### config.mk
export PLATFORM = sky130hd
export DESIGN_NAME = bcd_seq_ctrl
export DESIGN_NICKNAME = d
export VERILOG_FILES = /design/src/rtl/bcd_pkg.sv /design/src/rtl/bcd_digit_adj.sv /design/src/rtl/bcd_seq_ctrl.sv
export SDC_FILE = /design/constraint.sdc
export NUM_CORES = 1
export LEC_CHECK = 0
export BUFFER_PORTS_ARGS = -buffer_cell sky130_fd_sc_hd__buf_2
export CORE_AREA = 4 4 92 94
export DETAILED_ROUTE_END_ITERATION = 10
export DIE_AREA = 0 0 96 98
export HOLD_SLACK_MARGIN = 0.02
export SYNTH_ARGS = -nofsm -noshare
export SYNTH_HDL_FRONTEND = slang
export SYNTH_SLANG_ARGS = --single-unit
### constraint.sdc
create_clock -name clk -period 2.3 [get_ports clk]
set_input_delay 0.46 -clock clk [delete_from_list [all_inputs] [get_ports clk]]
set_output_delay 0.46 -clock clk [all_outputs]
set_load 0.05 [all_outputs]
### src/rtl/bcd_pkg.sv
// Shared types and constants for the sequential binary-to-BCD controller.
package bcd_pkg;

  typedef enum logic [1:0] {IDLE, CONV, DONE} bcd_state_e;

  localparam int DIGIT_W = 4;
  localparam logic [3:0] ADJ_THRESH = 4'd5;
  localparam logic [3:0] ADJ_ADD = 4'd3;

  // Used at elaboration to confirm DIGITS can represent the full input range.
  function automatic longint unsigned pow10(input int n);
    longint unsigned r;
    r = 1;
    for (int i = 0; i < n; i++) r = r * 10;
    return r;
  endfunction

endpackage

### src/rtl/bcd_digit_adj.sv
// Double-dabble digit correction: a BCD digit of 5 or more gets +3 before the shift.
module bcd_digit_adj
  import bcd_pkg::*;
(
  input  logic [DIGIT_W-1:0] din,
  output logic [DIGIT_W-1:0] dout
);

  always_comb begin
    dout = din;
    if (din >= ADJ_THRESH) dout = din + ADJ_ADD;
  end

endmodule

### src/rtl/bcd_seq_ctrl.sv
// Iterative shift-and-add-3 binary-to-BCD converter with valid/ready handshakes.
// Optional macro BCD_LZ_SKIP_EN skips the leading zeros of the input at accept.
module bcd_seq_ctrl
  import bcd_pkg::*;
#(
  parameter int IN_W   = 9,
  parameter int DIGITS = 3
) (
  input  logic                      clk,
  input  logic                      rst_n,
  input  logic                      in_valid,
  output logic                      in_ready,
  input  logic [IN_W-1:0]           in_bin,
  output logic                      out_valid,
  input  logic                      out_ready,
  output logic [DIGIT_W*DIGITS-1:0] out_bcd,
  output logic                      busy
);

  localparam int BCD_W = DIGIT_W * DIGITS;
  localparam int TOT_W = BCD_W + IN_W;
  localparam int CNT_W = $clog2(IN_W + 1);

  if (pow10(DIGITS) <= ((64'd1 << IN_W) - 64'd1)) begin : g_param_chk
    $error("bcd_seq_ctrl: DIGITS too small for IN_W");
  end

  bcd_state_e state_q, state_d;
  logic [TOT_W-1:0] shift_q, shift_d;
  logic [CNT_W-1:0] cnt_q, cnt_d;
  logic [BCD_W-1:0] out_bcd_q, out_bcd_d;

  logic [BCD_W-1:0] adj;
  logic [TOT_W-1:0] shifted;
  logic [TOT_W-1:0] load_val;
  logic [CNT_W-1:0] load_cnt;

  for (genvar gi = 0; gi < DIGITS; gi++) begin : g_adj
    bcd_digit_adj u_adj (
      .din  (shift_q[IN_W + gi*DIGIT_W +: DIGIT_W]),
      .dout (adj[gi*DIGIT_W +: DIGIT_W])
    );
  end

  // No carry between digits: corrected digits are re-joined with the binary field, then shifted.
  assign shifted = {adj, shift_q[IN_W-1:0]} << 1;

`ifdef BCD_LZ_SKIP_EN
  logic [CNT_W-1:0] lz;
  logic [IN_W-1:0]  bin_sh;

  always_comb begin
    lz = CNT_W'(IN_W);
    for (int i = 0; i < IN_W; i++) begin
      if (in_bin[i]) lz = CNT_W'(IN_W - 1 - i);
    end
  end

  assign bin_sh   = in_bin << lz;
  assign load_val = {{BCD_W{1'b0}}, bin_sh};
  // An all-zero input still takes one CONV cycle so the handshake timing stays uniform.
  assign load_cnt = (lz == CNT_W'(IN_W)) ? CNT_W'(1) : (CNT_W'(IN_W) - lz);
`else
  assign load_val = {{BCD_W{1'b0}}, in_bin};
  assign load_cnt = CNT_W'(IN_W);
`endif

  always_ff @(posedge clk) begin
    if (!rst_n) begin
      state_q   <= IDLE;
      shift_q   <= '0;
      cnt_q     <= '0;
      out_bcd_q <= '0;
    end else begin
      state_q   <= state_d;
      shift_q   <= shift_d;
      cnt_q     <= cnt_d;
      out_bcd_q <= out_bcd_d;
    end
  end

  always_comb begin
    state_d   = state_q;
    shift_d   = shift_q;
    cnt_d     = cnt_q;
    out_bcd_d = out_bcd_q;
    case (state_q)
      IDLE: begin
        if (in_valid) begin
          state_d = CONV;
          shift_d = load_val;
          cnt_d   = load_cnt;
        end
      end
      CONV: begin
        shift_d = shifted;
        cnt_d   = cnt_q - CNT_W'(1);
        if (cnt_q == CNT_W'(1)) begin
          state_d   = DONE;
          out_bcd_d = shifted[TOT_W-1 -: BCD_W];
        end
      end
      DONE: begin
        if (out_ready) state_d = IDLE;
      end
      default: state_d = IDLE;
    endcase
  end

  always_comb begin
    in_ready  = (state_q == IDLE);
    out_valid = (state_q == DONE);
    busy      = (state_q != IDLE);
    out_bcd   = out_bcd_q;
  end

endmodule

# [After elaboration in Yosys (flattened, before gate mapping)]
# Index checks and enable logic that the tools add are counted.
[word_totals] input_bits=13 regBits=39
[op_classes] addsub=4 mux=11 n_eq_ne=6 reduce_logical=6 magnitude_cmp=3
[op_table] op="$pmux 21 s2" n=1
[op_table] op="$mux 21" n=1
[op_table] op="$ge 4x3->1 const B" n=3
[op_table] op="$mux 4" n=3
[op_table] op="$add 4x2->4 const B" n=2
[op_table] op="$pmux 4 s2" n=1
[op_table] op="$mux 2" n=3
[op_table] op="$pmux 2 s3" n=1
[op_table] op="$eq 4x1->1 const B" n=1
[op_table] op="$ne 2x2->1 const B" n=2
[op_table] op="$reduce_and 2->1" n=2
[op_table] op="$reduce_bool 2->1" n=2
[op_table] op="$sub 4x1->4 const B" n=1
[op_table] op="$add 3x2->3 const B" n=1
[op_table] op="$mux 3" n=1
[op_table] op="$reduce_and 3->1" n=1
[op_table] op="$eq 2x1->1 const B" n=1
[op_table] op="$eq 2x2->1 const B" n=1
[op_table] op="$logic_not 2->1" n=1
[op_table] op="$ne 2x1->1 const B" n=1

# [Depth between registers and ports, before layout]
# Gate-level depths: netlist (run 1).
[logic_depth] ltp_word=3 depth_mapped=7 mapped_depth_nobuf=6

# [Cells and area by module]
# From an unflattened synthesis (run 1), not the netlist that was laid out.
[unflattened] cells_unflattened=227 hier_area_um2=1941.9
[modules_own_cells] module="bcd_seq_ctrl" seq_area_each_um2=780.7 instances=1 cells_each=179 area_each_um2=1637.8
[modules_own_cells] module="bcd_digit_adj" seq_area_each_um2=0.0 instances=3 cells_each=16 area_each_um2=101.3

# [Least setup slack after synthesis (run 1)]
# No wires, ideal clock.
[synth_timing] path_kind="reg2out" startpoint="register state_q[1]" endpoint="output in_ready" stages_incl_launch_ff=5 arrival_time_ps=1375 required_time_ps=1840 path_buffers=2 setup_slack_ps=465 path_cell_list="dfxtp_1 clkbuf_2 buf_2 or2_2 inv_1"
[synth_via] elab_chain_cells=1
[synth_rtl] item="from (decl)" line="bcd_seq_ctrl.sv:28" source="bcd_state_e state_q, state_d;"
[synth_rtl] item="from (signal assigned)" line="bcd_seq_ctrl.sv:75" source="state_q <= state_d;"
[synth_rtl] item="$logic_not 2->1" line="bcd_seq_ctrl.sv:111" source="in_ready = (state_q == IDLE);"
[synth_rtl] item="to (decl)" line="bcd_seq_ctrl.sv:12" source="output logic in_ready,"
# Every way passes these cells.

# [Worst setup path in the final report (run 1)]
# Same ends and word-level chain as after synthesis.

==> flow_metrics.py, run 1 <==
metrics = {
    "run_status": {
        "status": "complete, no violations",
    },
    "timing": {
        "setup_viol": 0,
        "timing.hold.ws_ns": 0.4764,
        "hold_violations": 0,
        "tightest_slew_ns": 0.5753,
        "skew_ns": 0.006141,
        "fin_crit_sh_pct": 82.69,
        "fin_crit_ns": 1.902,
        "slew_violations": 0,
        "finalSetupTns_ns": 0,
        "slew_headroom_pct": 61.65,
        "fmax_ghz": 0.5258,
        "finalWorstSetupSlack_ns": 0.3981,
        "rsz0062_at_grt": "false",
    },
    "routing": {
        "dr.pass1.iters": 4,
        "ant_nets": 0,
        "wl_um": 4341,
        "routed-wl-met2_um": 1893,
        "top_layer": "met4",
        "wl_met3_um": 141,
        "drcViolationCount": 0,
        "drt_iter0_drc": 59,
        "vias_per_cell": 4.647,
        "wl_per_cell_um": 12.16,
        "vias": 1659,
        "met1_length_um": 2245,
    },
    "clocking": {
        "htree_levels": 2,
        "ctsRootBufferMaster": "clkbuf_8",
        "cts_buffer_depth": 2,
        "cts_sinks": 39,
        "cts.repair.resized": 0,
        "cts_hold_buf": 0,
        "postCtsSetupRepairBufs": 0,
        "cts_made_buffers": 5,
        "cts_tree": "yes",
        "clk_pin_slew_ns": 0.08,
        "clk_latency_ns": 0.29,
    },
    "yosys": {
        "synth-seq-cells": 39,
        "synth_largest_area_cell": "dfxtp_1",
        "async_reset_ff_share_pct": 0,
        "ys.flop_type": "dfxtp_1",
        "syn_area_mm2": 0.001864,
        "synth_fp_nets": 249,
        "syn_inst": 228,
        "synth_top_area_share_pct": 41.88,
        "yosysSeqAreaShare_pct": 41.88,
        "synthTopCellsByArea": "dfxtp_1, nor2_1, a21oi_1",
        "avgSynthCellArea_um2": 8.177,
        "ys_types": 34,
        "ys_warn_count": 0,
        "synth_edf_count": 0,
    },
    "finish": {
        "diodes": 0,
        "layout-area-overhead-vs-synth_pct": 18.66,
        "final_nets": 275,
        "final_cells": 357,
        "drive_gt1_share_pct": 19.22,
    },
    "die": {
        "dieWidth_um": 96,
        "floorplan.initialDensity_pct": 24.38,
        "fp.coreArea_mm2": 0.007647,
        "dieArea_mm2": 0.009408,
        "rows": 32,
        "fp.dieH_um": 98,
        "ios": 28,
    },
    "grt": {
        "grt_max_degree": 23,
        "gr-usage-all-layers_pct": 9.698,
        "grt_pass1_vias": 1580,
        "antenna_found_initial": 0,
        "grt_pass1_wl_um": 7286,
        "overflow": 0,
    },
    "setup_path": {
        "crit_type": "flop to output pin",
        "crit_cells": 4,
        "start_kind": "flop",
        "path_max_fanout": 14,
        "cp_top_family": "buffers and inverters",
        "cp.required_ns": 1.84,
        "cp-end-kind": "output pin",
        "r2r_cells": 6,
        "arrival_ns": 1.44,
        "cp_num_buf_inv": 3,
        "crit_path_cell_trace": "buf_4 -> or2_2 -> inv_1 -> buf_2",
        "slowest_stage": "dfxtp_1",
        "max_stage_delay_ns": 0.36,
    },
    "placement": {
        "hpwl_um": 3033,
        "place.gp.congestion": 0.7620,
        "port_buffers": 27,
        "place_inst": 349,
        "preCtsSetupSlack_ns": 0.6866,
    },
    "hold_path": {
        "min_path_type": "flop to flop",
        "hold_depth": 2,
    },
    "power": {
        "p_leak_uw": 0.0008503,
        "p_per_area_mw_per_mm2": 710.0,
        "ir_worst_vdd_uv": 272.7,
    },
    "run": {
        "drv_cap": 0,
    },
}
stage by stage:
stage	utilization (%)	instance area, um2	power (uW)
floorplan	-	1864	928.1
global placement	27.39	2095	983.8
detailed placement	27.39	2095	987.1
CTS	28.93	2212	1583
global route	28.93	2212	1639
finish	28.93	2212	1571
layout make-up:
type	count	area [um2]
Clock buffer	6	82.58
Clock inverter	2	35.03
Fill cell	831	5435
Inverter	11	41.29
Multi-Input combinational cell	164	964.7
Sequential cell	39	780.7
Tap cell	102	127.6
Timing Repair Buffer	33	180.2
report_power, final:
part | switching (uW) | internal (uW)
Sequential | 28.3 | 709
Combinational | 152 | 82.1
Clock | 247 | 351
Total | 428 | 1140
logic make-up (layout without fill, tap and decap cells):
family          count (synthesis)  after routing  synth area share [%]
xor+xnor                        3              3                 1.410
simple gates                   84             84                 20.54
mux                             5              5                 2.953
compound gates                 64             64                 21.48
fa+ha+maj                       8              8                 5.369
flops                          39             39                 41.88
buf+inv                        25             52                 6.376
cells in the mapped netlist (2+ instances only):
| master | count |
|---|---|
| nor2_1 | 50 |
| dfxtp_1 | 39 |
| a21oi_1 | 26 |
| o21ai_0 | 12 |
| inv_1 | 10 |
| ha_1 | 8 |
| o221ai_1 | 8 |
| nand2_1 | 7 |
| nand3_1 | 7 |
| o22ai_1 | 6 |
| clkbuf_1 | 5 |
| nand2b_1 | 5 |
| nor3_1 | 5 |
| nor3b_1 | 5 |
| o32ai_1 | 5 |
| buf_2 | 4 |
| mux2_2 | 4 |
| xnor2_1 | 3 |
| a211oi_1 | 2 |
| a22oi_1 | 2 |
| buf_6 | 2 |
placed cells by master (no fill, tap or decap), types with 2 or more instances in the layout:
cell	n
buf_4	6
inv_1	10
nor3b_1	5
o21ai_0	12
xnor2_1	3
ha_1	8
a21oi_1	26
mux2_2	4
dfxtp_1	39
o22ai_1	6
nand3_1	7
buf_2	27
o32ai_1	5
a22oi_1	2
nand2_1	7
nor2_1	50
o221ai_1	8
nor3_1	5
clkbuf_8	6
a211oi_1	2
nand2b_1	5
worst paths after layout:
kind / startpoint / to / slack [ns]
worst min register to register: out_bcd[1] / out_bcd[1] / 0.48
worst max-delay path: state_q[1] / in_ready / 0.40
worst max register to register: shift_q[13] / shift_q[15] / 0.67
worst min-delay path: out_bcd[1] / out_bcd[1] / 0.48
sequential cells by signal, summed over array words and instances, names as in the netlist:
name     count
state_q      2
out_bcd     12
cnt_q        4
shift_q     21
worst min-delay path, cell delays in order (launching register included):
cell	delay, ns
dfxtp_1	0.32
nand2_1	0.05
o22ai_1	0.06
per-layer routing:
layer | global-route usage [%] | vias up
met5 | 0 | -
met4 | 4.267 | 0
met3 | 2.003 | 4
met2 | 14.45 | 29
met1 | 13.36 | 775
li1 | - | 851
Note: power is estimated with default switching activity, not from simulation.
==> inputs of run 2 (changes only) <==
--- a/config.mk
+++ b/config.mk
@@ -5,10 +5,11 @@
 export SDC_FILE = /design/constraint.sdc
 export NUM_CORES = 1
 export LEC_CHECK = 0
+export ABC_AREA = 1
 export BUFFER_PORTS_ARGS = -buffer_cell sky130_fd_sc_hd__buf_2
-export CORE_AREA = 4 4 92 94
+export CORE_AREA = 4 4 94 96
 export DETAILED_ROUTE_END_ITERATION = 10
-export DIE_AREA = 0 0 96 98
+export DIE_AREA = 0 0 98 100
 export HOLD_SLACK_MARGIN = 0.02
 export SYNTH_ARGS = -nofsm -noshare
 export SYNTH_HDL_FRONTEND = slang
==> constraint.sdc (replaced) <==
create_clock -name clk -period 1.6 [get_ports clk]
set_input_delay 0.32 -clock clk [delete_from_list [all_inputs] [get_ports clk]]
set_output_delay 0.32 -clock clk [all_outputs]
set_load 0.05 [all_outputs]
==> flow_metrics.py, run 2 <==
metrics = {
    "run_status": {
        "status": "complete, no violations",
    },
    "setup_path": {
        "start_kind": "flop",
        "crit_type": "flop to output pin",
        "arrival_ns": 1.12,
        "cp-end-kind": "output pin",
        "cp.required_ns": 1.28,
        "path_max_fanout": 4,
    },
    "placement": {
        "port_buffers": 27,
        "place.gp.congestion": 0.7727,
        "hpwl_um": 3197,
    },
    "finish": {
        "layout_commonest_cell": "nand2_1",
        "diodes": 0,
        "drive_gt1_share_pct": 29.23,
        "layout-area-overhead-vs-synth_pct": 18.49,
        "final_util_pct": 29.08,
        "layout_common_cells": "nand2_1, dfxtp_1, buf_2",
        "top_register": "shift_q",
        "final_nets": 304,
        "largest_reg_flops": 21,
        "fill_cells": 864,
    },
    "timing": {
        "setup_viol": 0,
        "fmax_ghz": 0.6938,
        "finalSetupTns_ns": 0,
        "fin_crit_ns": 1.441,
        "rsz0062_at_grt": "false",
        "fin_crit_sh_pct": 90.08,
        "slew_headroom_pct": 77.35,
        "slew_violations": 0,
        "skew_ns": 0.003653,
        "tightest_slew_ns": 0.3389,
        "hold_violations": 0,
    },
    "routing": {
        "wl_per_cell_um": 11.16,
        "vias_per_cell": 4.296,
        "dr.pass1.iters": 4,
        "drt_iter0_drc": 103,
        "wl_um": 4341,
        "vias": 1671,
        "drcViolationCount": 0,
        "ant_nets": 0,
    },
    "power": {
        "p_per_area_mw_per_mm2": 948.3,
        "pwr-share-comb_pct": 15.3,
        "ir_worst_vdd_uv": 275.1,
        "clockPowerShare_pct": 37.8,
        "p_seq_share_pct": 47.0,
        "p_leak_uw": 0.0009705,
        "p_switching_uw": 598.1,
        "power_switching_share_pct": 26.94,
        "p_int_uw": 1622,
    },
    "yosys": {
        "syn_inst": 253,
        "yosysMostFrequentCell": "nand2_1",
        "ys_warn_count": 0,
        "synthTopCellsByArea": "dfxtp_1, nand2_1, a21oi_2",
        "synth-seq-cells": 39,
        "synth_largest_area_cell": "dfxtp_1",
        "yosysSeqAreaShare_pct": 39.52,
        "ys_types": 28,
        "avgSynthCellArea_um2": 7.809,
        "synth_edf_count": 0,
        "synth_top_area_share_pct": 39.52,
        "synthTopCellsByCount": "nand2_1, dfxtp_1, inv_1",
        "synth_fp_nets": 274,
        "syn_area_mm2": 0.001976,
        "ys.flop_type": "dfxtp_1",
        "async_reset_ff_share_pct": 0,
    },
    "clocking": {
        "cts_made_buffers": 5,
        "cts_tree": "yes",
        "cts_sinks": 39,
        "ctsRootBufferMaster": "clkbuf_8",
        "htree_levels": 2,
        "clk_pin_slew_ns": 0.07,
        "cts_buffer_depth": 2,
        "clk_latency_ns": 0.29,
    },
    "die": {
        "dieWidth_um": 98,
        "fp.dieH_um": 100,
        "fp.coreArea_mm2": 0.008051,
        "dieArea_mm2": 0.009800,
        "rows": 33,
        "floorplan.initialDensity_pct": 24.54,
        "ios": 28,
    },
    "grt": {
        "grt_pass1_vias": 1644,
        "grt_max_degree": 23,
        "gr-usage-all-layers_pct": 9.294,
        "antenna_found_initial": 0,
        "overflow": 0,
        "grt_pass1_wl_um": 7527,
    },
    "hold_path": {
        "min_path_type": "input port to flop",
    },
    "run": {
        "drv_cap": 0,
    },
}
## run 2: changes by cell type after synthesis, sizes merged, moves of 5 or more
cell	before	now
a21oi	26	38
clkbuf	6	1
o32ai	5	0
nand4	0	6
nor3	5	0
nor2	50	16
o22ai	6	1
inv	10	26
nand2	8	70
nor3b	5	0
nand3	7	19
o221ai	8	0
nand2b	5	0
## run 2: cell type report
type	instances	area, um2	area share, %
well taps	105	131.4	5.612
clock inverters	2	35.03	1.497
inverters	28	108.9	4.650
repair buffers	32	191.4	8.177
multi-input cells	177	1010	43.13
flip-flops and latches	39	782.0	33.40
clock buffers	6	82.58	3.528
## run 2: power groups by stage
stage          logic [uW]  registers [uW]  clock network, uW
2_1_floorplan         229            1100                  0
3_3_place_gp          337            1060                  0
3_5_place_dp          340            1070                  0
4_1_cts               341            1040                874
5_1_grt               374            1050                900
6_report              339            1040                838
## run 2: routing by layer
layer / wire (um) / part of all wire, % / vias up / global-route usage (%)
met5: 0 / 0 / - / 0
met2: 1997 / 46 / 19 / 15.24
met4: 58 / 1.3 / 0 / 3.195
li1: - / - / 887 / -
met3: 147 / 3.4 / 5 / 2.641
met1: 2138 / 49 / 760 / 11.75
## run 2: kinds of logic (layout without fill, tap and decap cells)
kind of cell	Yosys count	in the layout	share of synthesized area, %
AND/OR/NAND/NOR	112	112	26.41
buffers and inverters	37	68	9.625
adder cells (fa/ha/maj)	8	8	5.067
flip-flops	39	39	39.52
AO/OA/AOI/OAI	57	57	19.38
## run 2: critical path, cell delays in order, from the launching register on
cell and delay (ns):
dfxtp_1 0.37, nor2_2 0.18, buf_2 0.29
## run 2: per-stage QoR
stage	setup slack (ns)	total power (uW)	hold WS [ns]	cells	instance area, um2
2_1_floorplan	0.07041	1330	0.4426	253	1978
3_3_place_gp	0.1972	1402	0.4517	381	2213
3_5_place_dp	0.1601	1405	0.4583	381	2213
4_1_cts	0.02407	2258	0.2803	389	2331
5_1_grt	0.07645	2322	0.2885	389	2341
6_report	0.1587	2220	0.2938	389	2341
## run 2: final timing paths
check | cells after the start | endpoint | from | slack [ns]
worst max-delay path | 2 | in_ready | state_q[0] | 0.16
worst min-delay path | 3 | shift_q[0] | in_bin[0] | 0.29
worst max register to register | 8 | shift_q[10] | shift_q[9] | 0.19
worst min register to register | 2 | cnt_q[2] | cnt_q[2] | 0.47
## run 2: repair_timing
action / 4_1_cts / 5_1_grt
hold buffers: 0 / 0
setup endpoints to repair: 0 / 2
resized for setup: 0 / 5
buffers inserted: 0 / 0
